<file path="src/rtl/piso5_tx.sv">
// piso5_tx: parallel-in serial-out transmitter with ready/valid and busy/done status
module piso5_tx #(
    parameter int WIDTH     = 5,
    parameter bit LSB_FIRST = 1'b1
) (
    input  logic             clk,
    input  logic             reset_n,
    input  logic             start,
    input  logic [WIDTH-1:0] d_in,
    input  logic             en,
    output logic             s_out,
    output logic             s_valid,
    output logic             busy,
    output logic             done
);
    localparam int CW = $clog2(WIDTH);

    typedef enum logic [1:0] {IDLE, SHIFT, DONE} state_t;

    state_t           state_q, state_d;
    logic [WIDTH-1:0] shreg_q, shreg_d;
    logic [CW-1:0]    cnt_q, cnt_d;

    // State, shift register and bit counter; reset aborts any word in flight
    always_ff @(posedge clk or negedge reset_n) begin
        if (!reset_n) begin
            state_q <= IDLE;
            shreg_q <= '0;
            cnt_q   <= '0;
        end else begin
            state_q <= state_d;
            shreg_q <= shreg_d;
            cnt_q   <= cnt_d;
        end
    end

    // Next state: load on start in IDLE, shift on each accepted bit, exit at the last bit
    always_comb begin
        state_d = state_q;
        shreg_d = shreg_q;
        cnt_d   = cnt_q;
        case (state_q)
            IDLE: if (start) begin
                shreg_d = d_in;
                cnt_d   = '0;
                state_d = SHIFT;
            end
            SHIFT: if (en) begin
                shreg_d = LSB_FIRST ? shreg_q >> 1 : shreg_q << 1;
                // Counter holds at WIDTH-1 on exit so it never wraps
                cnt_d   = (cnt_q == CW'(WIDTH - 1)) ? cnt_q : cnt_q + CW'(1);
                state_d = (cnt_q == CW'(WIDTH - 1)) ? DONE : SHIFT;
            end
            DONE:    state_d = IDLE;
            default: state_d = IDLE;
        endcase
    end

    // Status outputs come from registered state only, never from en or start
    assign s_valid = (state_q == SHIFT);
    assign done    = (state_q == DONE);
    assign busy    = (state_q != IDLE);
    assign s_out   = s_valid & (LSB_FIRST ? shreg_q[0] : shreg_q[WIDTH-1]);
endmodule

</file>
<file path="config.mk">
export PLATFORM = sky130hd
export DESIGN_NAME = piso5_tx
export DESIGN_NICKNAME = d
export VERILOG_FILES = /design/src/rtl/piso5_tx.sv
export SDC_FILE = /design/constraint.sdc
export NUM_CORES = 1
export LEC_CHECK = 0
export CORE_MARGIN = 3
export CORE_UTILIZATION = 40
export DETAILED_ROUTE_END_ITERATION = 6
export PLACE_DENSITY = 0.76
export REMOVE_ABC_BUFFERS = 1
export SLEW_MARGIN = 20
export SYNTH_ARGS = -nofsm -noshare
export SYNTH_HDL_FRONTEND = slang
export SYNTH_SLANG_ARGS = --single-unit
export TNS_END_PERCENT = 100
</file>
<file path="constraint.sdc">
create_clock -name clk -period 3.4 [get_ports clk]
set_clock_uncertainty 0.15 [all_clocks]
set_input_delay 0.68 -clock clk [delete_from_list [all_inputs] [get_ports clk]]
set_output_delay 0.68 -clock clk [all_outputs]
set_load 0.05 [all_outputs]
</file>
After elaboration in Yosys (flattened, before gate mapping)

Cells that the tools add are included.

Flip-flop bits (word level): 10
Input bits: 9
Output and inout bits: 4

$add $sub $neg: 1
Equal/unequal tests: 6
Muxes and demuxes: 11
Bitwise logic cells: 1
Reductions and logical operators: 6

Operators with widths:

| cell                | count |
|---|---|
| $mux 5              | 2 |
| $pmux 5 s2          | 1 |
| $mux 3              | 3 |
| $mux 2              | 3 |
| $ne 2x2->1 const B  | 3 |
| $pmux 3 s2          | 1 |
| $pmux 2 s2          | 1 |
| $reduce_and 4->1    | 1 |
| $reduce_bool 2->1   | 2 |
| $add 3x1->3 const B | 1 |
| $eq 3x3->1 const B  | 1 |
| $reduce_and 3->1    | 1 |
| $eq 2x1->1 const B  | 1 |
| $eq 2x2->1 const B  | 1 |
| $logic_not 2->1     | 1 |
| $reduce_and 2->1    | 1 |
| $and 1x1->1         | 1 |

Longest topological paths before layout

Depth in word-level cells: 4
Depth in mapped cells: 5
Mapped depth without buffers: 5

Least setup slack after synthesis

No wires, ideal clock.

Path type: reg-to-output
Start: register state_q[1]
End: output done
Arrival: 1381 ps
Setup slack: 1189 ps
Stages on the path, launching flop included: 3
Path buffers: 1
Path through: dfrtp_1 -> clkbuf_1 -> nor2b_1

Word-level cells in the longest chain between the ends: 1

Ends and longest elaborated chain:

| element                | RTL line | source |
|---|---|---|
| start, declared        | 20       | `state_t state_q, state_d;` |
| start signal, assigned | 31       | `state_q <= state_d;` |
| $eq 2x2->1             | 61       | `assign done = (state_q == DONE);` |
| end, declared          | 14       | `output logic done` |

No other way between the ends.

Worst setup path after layout

Start: register state_q[0]
End: output s_out

Word-level cells in the longest chain between the ends: 2

Ends and longest elaborated chain:

| element       | RTL line | source |
|---|---|---|
| $eq 2x1->1    | 60       | `assign s_valid = (state_q == SHIFT);` |
| $and 1x1->1   | 63       | `assign s_out = s_valid & (LSB_FIRST ? shreg_q[0] : shreg_q[WIDTH-1]);` |
| end, declared | 11       | `output logic s_out,` |

No other way between the ends.

==> run_results.csv <==
group,metric,value,unit
layout,drive_gt1_share,15.3,%
die,row_count,13,
sta,finalSetupTns,0,ns
layout,fin_cells,87,
synthesis,netlist_area,578,µm²
die,die_w,44.0,µm
power_and_ir_drop,p_sw_share,40.1,%
placed_design,place_congestion,0.861,
min_path,min-delay-path-class,"flop to flop",
sta,tightest_slew,0.515,ns
clocking,cts_setup_buffers,0,
routing,vias,466,
global_route,antenna_found_initial,0,
setup_path,worstPathCellList,"nor2b_1, buf_4, and2_1, clkdlybuf4s50_1",
synthesis,synth.most_common_cell,"dfrtp_1",
global_route,grt_overflow,0,
setup_path,crit_path_top_delay_cell,"clkdlybuf4s50_1",
layout,filler_cell_count,124,
clocking,ctsResizeCount,0,
synthesis,syn_inst,58,
power_and_ir_drop,intPower,0.389,mW
layout,area_growth,29.4,%
setup_path,crit_path_start_kind,"flop",
global_route,track_usage,14.0,%
power_and_ir_drop,p_seq_share,33.8,%
power_and_ir_drop,p_switching,0.260,mW
setup_path,max_stage_delay,0.79,ns
layout,diodes,0,
min_path,min_path_cells,1,
clocking,root_buffer,"clkbuf_4",
routing,top_layer,"met4",
placed_design,placedCellCount,83,
die,start_util,43.3,%
synthesis,ys_ff_latch,10,
synthesis,synth_common_cells,"dfrtp_1, nand2_1, inv_1, mux2_1, mux2_2",
sta,worst_slack,0.488,ns
routing,drt-initial-drc-count,4,
routing,postRouteAntennaNets,0,
power_and_ir_drop,p_leak,0.331,nW
power_and_ir_drop,total_power,0.649,mW
sta,maxSlewHeadroom,65.6,%
clocking,cts_max_path_buffers,2,
die,die_h,44.0,µm
power_and_ir_drop,peakVddDrop,0.395,mV
setup_path,cp-end-kind,"output port",
job,cap_violations,0,
outcome,status,"finished clean",
global_route,grt_max_degree,14,
sta,hold_viol_final,0,
placed_design,io_buffers,12,
layout,final_nets,84,
synthesis,synth-warning-count,0,
synthesis,synth_edf_count,0,
sta,grt_setup_unrepaired,"false",
routing,dr_wl_met2,553,µm
synthesis,synthTopCellsByArea,"dfrtp_1, mux2_1, mux2_2",
routing,post_drt_wl_per_cell,12.9,µm
placed_design,hpwlAfterDp,834,µm
clocking,cts_sinks,10,
routing,postRouteWirelength,1130,µm
routing,wl_met1,501,µm
synthesis,synthArstFlopShare,100,%
power_and_ir_drop,powerDensity,867,nW/µm²
setup_path,crit_type,"flop to output port",
setup_path,critPathMaxFanout,13,
synthesis,ys_seq_area_share,43.3,%
placed_design,place_ws,0.787,ns
setup_path,arrival,2.08,ns
routing,drcViolationCount,0,
synthesis,ys_dominant_reg_cell,"dfrtp_1",
clocking,cts_tree,"done",
sta,drv_slew,0,
clocking,clk_pin_slew_worst_paths,0.07,ns
setup_path,required,2.57,ns
die,core-area,1330,µm²
sta,max_freq,0.343,GHz
global_route,grt_pass1_wl,1840,µm
clocking,cts_buffers,3,
synthesis,avgSynthCellArea,9.97,µm²
sta,min_period,2.91,ns
sta,setup_violations,0,
synthesis,synth_cell_type_count,24,
sta,final.period_utilization,85.6,%
die,dieArea,1940,µm²
power_and_ir_drop,clkPwrFrac,17.1,%
global_route,grt_pass1_vias,424,
power_and_ir_drop,p_comb_share,49.1,%
synthesis,synth_area_leader_cell,"dfrtp_1",
synthesis,synth_top_area_share,43.3,%
clocking,insertion_delay,0.27,ns
routing,drtPass1Iterations,4,
clocking,holdBufCountCts,0,
routing,wl_met3,38,µm
die,ioPinCount,13,
clocking,htreeDepth,1,
setup_path,rr_worst_depth,3,
routing,avgViaCountPerCell,5.36,
## registers in the layout (all words and copies together) (netlist names)
signal   count
shreg_q      5
cnt_q        3
state_q      2
## kinds of logic (layout without fill, tap and decap cells)
kind of cell | count (synthesis) | after routing | share of synthesized area (%)
adder cells (fa/ha/maj) | 2 | 2 | 4.33
buffers and inverters | 7 | 21 | 4.76
multiplexers | 8 | 8 | 15.6
flip-flops | 10 | 10 | 43.3
AO/OA/AOI/OAI | 12 | 12 | 14.5
AND/OR/NAND/NOR | 19 | 19 | 17.5
## per-layer routing
layer | track usage, % | vias up
li1 | - | 233
met1 | 17.4 | 224
met2 | 19.5 | 5
met3 | 3.66 | 4
met4 | 12.7 | 0
met5 | 0 | -
## final timing paths
check,start,to,slack (ns)
worst max-delay path,state_q[0],s_out,0.49
worst min-delay path,shreg_q[2],shreg_q[2],0.36
worst max register to register,state_q[0],shreg_q[1],1.66
worst min register to register,shreg_q[2],shreg_q[2],0.36
max in group asynchronous,reset_n,cnt_q[0],2.22
min in group asynchronous,reset_n,shreg_q[4],0.57
## metrics by stage
| stage | cell area [µm²] | hold WS [ns] | util, % |
|---|---|---|---|
| floorplan | 566 | 0.234 | - |
| global placement | 712 | 0.337 | 53.4 |
| detailed placement | 712 | 0.343 | 53.4 |
| CTS | 748 | 0.357 | 56.1 |
| global route | 748 | 0.378 | 56.1 |
| finish | 748 | 0.358 | 56.1 |
## cell type report
cell class                 count  area [µm²]  share of cell area [%]
tap                           15        18.8                    2.51
clock buffer                   4        36.3                    4.85
sequential                    10         250                    33.4
multi-input combinational     41         300                    40.1
inverter                       4        15.0                    2.01
timing repair buffer          13         128                    17.1
## critical path, delay by kind of cell, from the launching register on
kind                   cells  cell delay [ns]
buffers and inverters      2             0.95
AND/OR/NAND/NOR            2             0.31
flip-flops                 1             0.54
## layout by cell type (no fill, tap or decap), types with 3 or more instances in the layout
| cell | instances |
|---|---|
| clkbuf_4 | 3 |
| dfrtp_1 | 10 |
| o21ai_0 | 3 |
| clkdlybuf4s50_1 | 12 |
| nand2_1 | 6 |
| inv_1 | 4 |
| mux2_2 | 4 |
| nor2b_1 | 3 |
| mux2_1 | 4 |
## power by group through the flow
stage / combinational, mW / clock, mW / sequential [mW]
floorplan: 0.238 / 0 / 0.207
global placement: 0.319 / 0 / 0.215
detailed placement: 0.322 / 0 / 0.221
CTS: 0.324 / 0.113 / 0.217
global route: 0.351 / 0.118 / 0.228
finish: 0.319 / 0.111 / 0.219
Power figures use the tool's default switching activity.
